**src/rtl/imem_pkg.sv**
```systemverilog
// Shared types and constants for the instruction-memory responder.
package imem_pkg;

  // Responder FSM: idle, counting wait states, presenting a response.
  typedef enum logic [1:0] {StIdle, StWait, StResp} state_e;

  localparam int unsigned WAIT_CNT_W = 4;
  localparam logic [31:0] NOP        = 32'h0000_0000;

  // Byte address is misaligned or lies beyond the 2**addr_w word array.
  function automatic logic addr_fault(input logic [31:0] addr, input int unsigned addr_w);
    return (addr[1:0] != 2'b00) || ((addr >> (addr_w + 2)) != 32'd0);
  endfunction

endpackage

```
**src/rtl/inst_mem_resp_if.sv**
```systemverilog
// Fetch request/response handshake between the IF stage (master) and the memory (slave).
interface inst_mem_resp_if #(
  parameter int unsigned DATA_W = 32
);
  logic              req_valid;
  logic [31:0]       req_addr;
  logic              req_ready;
  logic              rsp_valid;
  logic [DATA_W-1:0] rsp_data;
  logic              rsp_err;
  logic              rsp_ready;

  modport master (
    output req_valid, req_addr, rsp_ready,
    input  req_ready, rsp_valid, rsp_data, rsp_err
  );

  modport slave (
    input  req_valid, req_addr, rsp_ready,
    output req_ready, rsp_valid, rsp_data, rsp_err
  );
endinterface

```
**src/rtl/imem_array.sv**
```systemverilog
// Word storage: one synchronous write port, one synchronous read port. A read and a write to
// the same word on the same edge return the old contents. The array is never reset.
module imem_array #(
  parameter int unsigned ADDR_W = 6,
  parameter int unsigned WIDTH  = 32
) (
  input  logic              clk,
  input  logic              we,
  input  logic [ADDR_W-1:0] waddr,
  input  logic [WIDTH-1:0]  wdata,
  input  logic              re,
  input  logic [ADDR_W-1:0] raddr,
  output logic [WIDTH-1:0]  rdata
);

  logic [WIDTH-1:0] mem [2**ADDR_W];

  // Non-blocking write and read on the same edge give read-before-write ordering.
  always_ff @(posedge clk) begin
    if (we) mem[waddr] <= wdata;
    if (re) rdata <= mem[raddr];
  end

endmodule

```
**src/rtl/inst_mem_resp.sv**
```systemverilog
// Instruction-memory responder: serves word fetches over a valid/ready handshake after
// WAIT_CYC wait states, flags misaligned / out-of-range fetches, and accepts host writes.
// Optional build macro IMEM_PARITY_EN adds one even-parity bit per word, a prog_par_flip
// input to corrupt it on write, and reports parity mismatches through rsp_err.
module inst_mem_resp
  import imem_pkg::*;
#(
  parameter int unsigned ADDR_W   = 6,
  parameter int unsigned DATA_W   = 32,
  parameter int unsigned WAIT_CYC = 1
) (
  input  logic              clk,
  input  logic              rst,
  inst_mem_resp_if.slave    bus,
  input  logic              prog_we,
  input  logic [ADDR_W-1:0] prog_addr,
  input  logic [DATA_W-1:0] prog_data,
`ifdef IMEM_PARITY_EN
  input  logic              prog_par_flip,
`endif
  output logic              busy
);

`ifdef IMEM_PARITY_EN
  localparam int unsigned MEM_W = DATA_W + 1;
`else
  localparam int unsigned MEM_W = DATA_W;
`endif

  localparam logic [WAIT_CNT_W-1:0] WAIT_INIT = WAIT_CNT_W'(WAIT_CYC - 1);

  if (WAIT_CYC > (2**WAIT_CNT_W) - 1) begin : g_wait_chk
    $error("inst_mem_resp: WAIT_CYC=%0d exceeds 15", WAIT_CYC);
  end

  state_e                 state_q, state_d;
  logic [WAIT_CNT_W-1:0]  cnt_q, cnt_d;
  logic [ADDR_W-1:0]      addr_q, addr_d;
  logic                   fault_q, fault_d;
  logic                   accept;
  logic                   rd_en;
  logic [ADDR_W-1:0]      rd_addr;
  logic [MEM_W-1:0]       rd_word;
  logic [MEM_W-1:0]       wr_word;
  logic                   par_err;

  assign bus.req_ready = (state_q == StIdle) || ((state_q == StResp) && bus.rsp_ready);
  assign accept        = bus.req_valid && bus.req_ready;

  // Next-state logic: wait-state countdown, array read on entry to RESP, back-to-back accept.
  always_comb begin
    state_d = state_q;
    cnt_d   = cnt_q;
    addr_d  = addr_q;
    fault_d = fault_q;
    rd_en   = 1'b0;
    rd_addr = addr_q;

    unique case (state_q)
      StIdle: ;
      StWait: begin
        if (cnt_q == '0) begin
          state_d = StResp;
          rd_en   = 1'b1;
        end else begin
          cnt_d = cnt_q - 1'b1;
        end
      end
      StResp: begin
        if (bus.rsp_ready) state_d = StIdle;
      end
      default: state_d = StIdle;
    endcase

    // A new fetch overrides the above; only legal from IDLE or a completing RESP.
    if (accept) begin
      addr_d  = bus.req_addr[ADDR_W+1:2];
      fault_d = addr_fault(bus.req_addr, ADDR_W);
      if (WAIT_CYC == 0) begin
        state_d = StResp;
        rd_en   = 1'b1;
        rd_addr = bus.req_addr[ADDR_W+1:2];
      end else begin
        state_d = StWait;
        cnt_d   = WAIT_INIT;
      end
    end
  end

  // State register; reset silently abandons any outstanding fetch.
  always_ff @(posedge clk or posedge rst) begin
    if (rst) begin
      state_q <= StIdle;
      cnt_q   <= '0;
      addr_q  <= '0;
      fault_q <= 1'b0;
    end else begin
      state_q <= state_d;
      cnt_q   <= cnt_d;
      addr_q  <= addr_d;
      fault_q <= fault_d;
    end
  end

`ifdef IMEM_PARITY_EN
  // Stored bit makes each word even parity unless the host asks for a corrupted write.
  assign wr_word = {(^prog_data) ^ prog_par_flip, prog_data};
  assign par_err = ^rd_word;
`else
  assign wr_word = prog_data;
  assign par_err = 1'b0;
`endif

  imem_array #(
    .ADDR_W (ADDR_W),
    .WIDTH  (MEM_W)
  ) u_array (
    .clk   (clk),
    .we    (prog_we),
    .waddr (prog_addr),
    .wdata (wr_word),
    .re    (rd_en),
    .raddr (rd_addr),
    .rdata (rd_word)
  );

  // Response outputs are decoded from registered state, so they hold while RESP stalls.
  always_comb begin
    bus.rsp_valid = (state_q == StResp);
    bus.rsp_err   = bus.rsp_valid && (fault_q || par_err);
    bus.rsp_data  = (bus.rsp_valid && !bus.rsp_err) ? rd_word[DATA_W-1:0] : DATA_W'(NOP);
    busy          = (state_q != StIdle);
  end

endmodule

```
**src/flat_wrapper.sv**
```systemverilog
// flat-port wrapper written by rule: the top's interface ports become plain ports
module inst_mem_resp_flat import imem_pkg::*;
#(
  parameter int unsigned ADDR_W   = 6,
  parameter int unsigned DATA_W   = 32,
  parameter int unsigned WAIT_CYC = 1
)
  (clk, rst, prog_we, prog_addr, prog_data, busy, bus_req_valid, bus_req_addr, bus_rsp_ready, bus_req_ready, bus_rsp_valid, bus_rsp_data, bus_rsp_err);
  inst_mem_resp_if #(.DATA_W(DATA_W)) bus_i ();
  input  logic clk;
  input  logic rst;
  input  logic prog_we;
  input  logic [ADDR_W-1:0] prog_addr;
  input  logic [DATA_W-1:0] prog_data;
  output logic busy;
  input wire logic [$bits(bus_i.req_valid)-1:0] bus_req_valid;
  input wire logic [$bits(bus_i.req_addr)-1:0] bus_req_addr;
  input wire logic [$bits(bus_i.rsp_ready)-1:0] bus_rsp_ready;
  output wire logic [$bits(bus_i.req_ready)-1:0] bus_req_ready;
  output wire logic [$bits(bus_i.rsp_valid)-1:0] bus_rsp_valid;
  output wire logic [$bits(bus_i.rsp_data)-1:0] bus_rsp_data;
  output wire logic [$bits(bus_i.rsp_err)-1:0] bus_rsp_err;
  assign bus_i.req_valid = bus_req_valid;
  assign bus_i.req_addr = bus_req_addr;
  assign bus_i.rsp_ready = bus_rsp_ready;
  assign bus_req_ready = bus_i.req_ready;
  assign bus_rsp_valid = bus_i.rsp_valid;
  assign bus_rsp_data = bus_i.rsp_data;
  assign bus_rsp_err = bus_i.rsp_err;
  inst_mem_resp #(.ADDR_W(ADDR_W), .DATA_W(DATA_W), .WAIT_CYC(WAIT_CYC)) u_core (.clk(clk), .rst(rst), .bus(bus_i), .prog_we(prog_we), .prog_addr(prog_addr), .prog_data(prog_data), .busy(busy));
endmodule
```
**config.mk**
```make
export PLATFORM = sky130hd
export DESIGN_NAME = inst_mem_resp_flat
export DESIGN_NICKNAME = d
export VERILOG_FILES = /design/src/rtl/imem_pkg.sv /design/src/rtl/inst_mem_resp_if.sv /design/src/rtl/imem_array.sv /design/src/rtl/inst_mem_resp.sv /design/src/flat_wrapper.sv
export SDC_FILE = /design/constraint.sdc
export NUM_CORES = 2
export LEC_CHECK = 0
export ABC_AREA = 0
export CORE_MARGIN = 10
export CORE_UTILIZATION = 51
export DETAILED_ROUTE_END_ITERATION = 8
export GPL_TIMING_DRIVEN = 0
export PLACE_DENSITY = 0.67
export SLEW_MARGIN = 20
export SYNTH_ARGS = -nofsm -noshare
export SYNTH_HDL_FRONTEND = slang
export SYNTH_HIERARCHICAL = 1
export SYNTH_SLANG_ARGS = --single-unit
export TNS_END_PERCENT = 10
```
**constraint.sdc**
```tcl
create_clock -name clk -period 3.1 [get_ports clk]
set_input_delay 0.775 -clock clk [delete_from_list [all_inputs] [get_ports clk]]
set_output_delay 0.775 -clock clk [all_outputs]
set_load 0.02 [all_outputs]
```
Word level (Yosys, flattened, before mapping)
Memories as Yosys holds them, arrays and structs flattened. A register that Yosys moved wholly into a read port is not among the register bits. Index checks and enable logic that the tools add are counted.

Register bits after elaboration: 13. Memory bits (writable): 2048. Input port bits: 75. Output and inout bits: 36. Word-level logic and storage cells: 39. Memories kept: 1.

$add $sub $neg: 1. Eq/ne operators: 6. Mux-type cells: 12. Reduce and logical (&&, ||, !) cells: 15.

Memories: u_core.u_array.mem (depth 64, width 32, rd ports 1, clocked after memory_dff 1, write ports 1, line imem_array.sv:16) `logic [WIDTH-1:0] mem [2**ADDR_W];`.

Operator list (number): 2-to-1 mux 32 bit (1); nonzero test 32 bit (1); 2-to-1 mux 4 bit (3); 2-to-1 mux 2 bit (3); case mux 2 bit (3 select lines) (1); nonzero test 2 bit (3); logical AND 1 bit (4); logical NOT 4 bit (1); 2-to-1 mux 1 bit (4); != test 2 x 1 -> 1 bit, second input constant (2); subtractor 4 x 1 -> 4 bit, second input constant (1); != test 3 x 1 -> 1 bit, second input constant (1); != test 3 x 2 -> 1 bit, second input constant (1); AND reduction 3 bit (1); == test 2 x 1 -> 1 bit, second input constant (1); == test 2 bit, second input constant (1); logical NOT 2 bit (1); logical OR 1 bit (2); AND reduction 2 bit (1); logical NOT 1 bit (1).

Longest topological paths before layout
Word-level depth: 6. Depth in mapped cells: 10. Mapped depth without buffers: 5.

By module
The synthesis kept the hierarchy.

Modules (own cells, without submodules): imem_array (instances 1, cells each 3324, area an instance 78835.6 um^2, sequential area each 62459.9 um^2); inst_mem_resp (instances 1, cells each 98, area an instance 923.4 um^2, sequential area each 325.3 um^2).

Least setup slack after synthesis
Ideal clock, no wire load.

Path type: input -> register. Start point: in prog_addr[3]. End point: mem u_core.u_array.mem[48][0], enable pin. Library setup time: 0.461 ns. Arrival time: 3.474 ns. Data required time: 2.639 ns. Setup slack: -0.835 ns. Stages on the path: 4. Path buffers: 1. Cell sequence: clkbuf_1 > nor2b_1 > nand4b_1 > nor3_1.

RTL lines: start: declaration (line flat_wrapper.sv:13) `input logic [ADDR_W-1:0] prog_addr;`; end: declaration (line imem_array.sv:16).

No word-level cell before the write port.

==> out/qor.yml <==
status: "complete, but fails checks"
failed_checks: "negative setup slack"
arrival_ps: 3810
relSlewSlack: 0.278
fillCellCount: 10544
die_y_um: 415
io_buffer_count: 105
fin_util: 0.604
start_util: 0.512
finalCritPeriodShare: 1.04
cts_max_level: 4
multi_input_area_um2: 16900
layoutNonFillerInstCount: 6106
path_cells: "clkbuf_1, buf_4, or2_2, clkbuf_2, o22ai_1, nor2_1, a21oi_1, nor2_1"
drt-initial-drc-count: 6055
drc_errors: 0
grt_pass1_wl_um: 322000
critPathMaxStageDelay_ps: 500
yosys.area.top_type: "edfxtp_1"
fin_crit_ps: 3240
wl_per_cell_um: 38.4
final_cell_mix: "edfxtp_1 (2080), mux4_2 (544), clkbuf_16 (211)"
hold_class: "primary input to flop"
internal_power_mw: 55.4
area_delta_synth_final_pct: 18.0
grt_usage: 0.270
dpl_cell_area_um2: 87000
dp_cells: 5723
path_clk_slew_ps: 60
power_frac_clock: 0.292
worstSetupStartpoint: "u_core/addr_q[2]"
synth.cell_area_um2: 79800
final_common_cell: "edfxtp_1"
synth_top_area_share: 0.783
rows: 145
startpoint_type: "flop"
finalSetupTns_ps: -1040
slowest_stage: "or2_2"
p_sw_frac: 0.328
rsz0062_at_grt: "yes"
max_cap_viol_count: 0
min_from: "prog_data[9]"
path_max_fanout: 10
powerDensity_nw_per_um2: 876
crit_top_cell: "nor2_1"
route.antenna.remaining_nets: 0
setup_ws_ps: -137
grt_overflow: 0
slew_violations: 0
yosysUniqueCellTypes: 46
cts_buffers: 204
die_w_um: 415
rr_startpoint: "u_core/addr_q[2]"
grt_max_degree: 65
vias_per_cell: 6.62
ys_seq_elements: 2093
hold_viol_final: 0
tritoncts: "done"
synth_area_per_cell_um2: 23.3
first_pass_iters: 6
ctsHoldBuffers: 0
routed_wl_um: 235000
tightest_slew_ps: 1080
peakVddDrop_v: 0.000765
cts_sinks: 2093
p_sw_mw: 27.0
synth.area.top_cells: "edfxtp_1 (78%), mux4_2 (15%), mux2i_1 (1.2%), o22ai_1 (0.67%), nor2_1 (0.66%)"
design_area_um2: 94100
cts_root_buf: "clkbuf_16"
nets: 3948
p_leak_nw: 29.6
dr_total_vias: 40424
antenna_found_initial: 15
fmax_mhz: 309
critPathCaptureType: "flop"
drive_above_1_share: 0.329
seqCellArea_um2: 62800
finClkSkew_ps: 33.6
clock_latency_ps: 850
ios: 111
gp_congestion: 0.897
power_frac_seq: 0.387
dieArea_um2: 173000
comb_power_share: 0.321
core_um2: 156000
yosysSeqAreaShare: 0.787
required_ps: 3670
crit_type: "flop to flop"
post-dp-hpwl_um: 154000
setup_violations: 21
syn-num-nets: 3499
synth_cells: 3422
grt_pass1_vias: 39682
synth_warnings: 6
cts_buffer_depth: 3
[routing by layer]
metal | up-vias | global-route usage | part of all wire
li1 | 15575 | - | -
met1 | 21440 | 0.355 | 0.36
met2 | 2889 | 0.415 | 0.47
met3 | 514 | 0.0745 | 0.12
met4 | 6 | 0.139 | 0.058
met5 | - | 0 | 0.00014
[stage by stage]
| stage | hold slack, ps | power [mW] | setup slack, ps |
|---|---|---|---|
| floorplan | 455 | 46.6 | -327 |
| global placement | 486 | 56.9 | -3080 |
| detailed placement | 494 | 57.1 | -1280 |
| CTS | 142 | 81.8 | -90.3 |
| global route | 169 | 84.2 | -69.4 |
| finish | 191 | 82.4 | -137 |
[final cells by class]
class                   count  area share
clock inverters           121      0.0110
well taps                2058      0.0274
plain buffers             180      0.0142
clock buffers             255      0.0574
multi-input cells        1139       0.180
diodes                      7    0.000186
repair buffers            249      0.0431
inverters                   4    0.000160
flip-flops and latches   2093       0.667
[critical path: cells and delay by family (launching register included)]
family / cells / cell delay (ps)
AOI/OAI and AO/OA: 2 / 300
buffers and inverters: 3 / 920
and+or+nand+nor: 3 / 1330
DFF: 1 / 380
[what timing repair did]
action,in CTS,in global routing
setup endpoints to repair,74,43
setup buffers,6,0
hold endpoints to repair,0,0
resized for setup,348,73
pin swaps,2,3
[path summary, 6_finish.rpt]
path / end / slack [ps] / depth (start not counted)
max reg2reg: u_core/u_array/rdata[29] / -140 / 8
max: u_core/u_array/rdata[29] / -140 / 8
min: u_core/u_array/mem[49][9] / 190 / 1
min in group asynchronous: u_core/addr_q[1] / 280 / 2
min reg2reg: u_core/cnt_q[3] / 500 / 1
max in group asynchronous: u_core/state_q[0] / 2400 / 2
[cells in the mapped netlist, drive strengths merged]
library cell and count:
clkbuf 77, a311oi 8, edfxtp 2080, o21bai 1, o31ai 1, nand3b 5
o21ai 3, o32ai 4, a41o 4, a22oi 12, a21oi 62, mux2i 95
nand4 3, nand2b 11, o22ai 86, nor3b 1, nand2 26, dfrtp 13
mux2 6, nand3 9, nor3 8, inv 4, a31oi 1, or3b 6
nand4b 1, and3 4, or3 3, nor2b 17, mux4 544, ha 2
or2 5, o221ai 28, and2 35, buf 109, nor2 141, o31a 1
nor4 6
[flip-flops by register name, indices dropped and copies added, names as in the netlist]
name	cells
u_core/addr_q	6
u_core/cnt_q	4
u_core/fault_q	1
u_core/state_q	2
u_core/u_array/mem	2048
u_core/u_array/rdata	32
[power groups by stage]
stage | registers, mW | clock network, mW | logic (mW)
2_1_floorplan | 32.5 | 0 | 14.2
3_3_place_gp | 32.6 | 0 | 24.3
3_5_place_dp | 32.5 | 0 | 24.6
4_1_cts | 31.9 | 24.3 | 25.6
5_1_grt | 31.9 | 25.4 | 26.8
6_report | 31.9 | 24.1 | 26.4
[logic make-up after synthesis]
logic type / synth area share
adder cells (fa/ha/maj): 0.000314
AO/OA/AOI/OAI: 0.0172
AND/OR/NAND/NOR: 0.0170
flip-flops: 0.787
buffers and inverters: 0.0116
multiplexers: 0.167
Note: power is estimated with default switching activity, not from simulation.
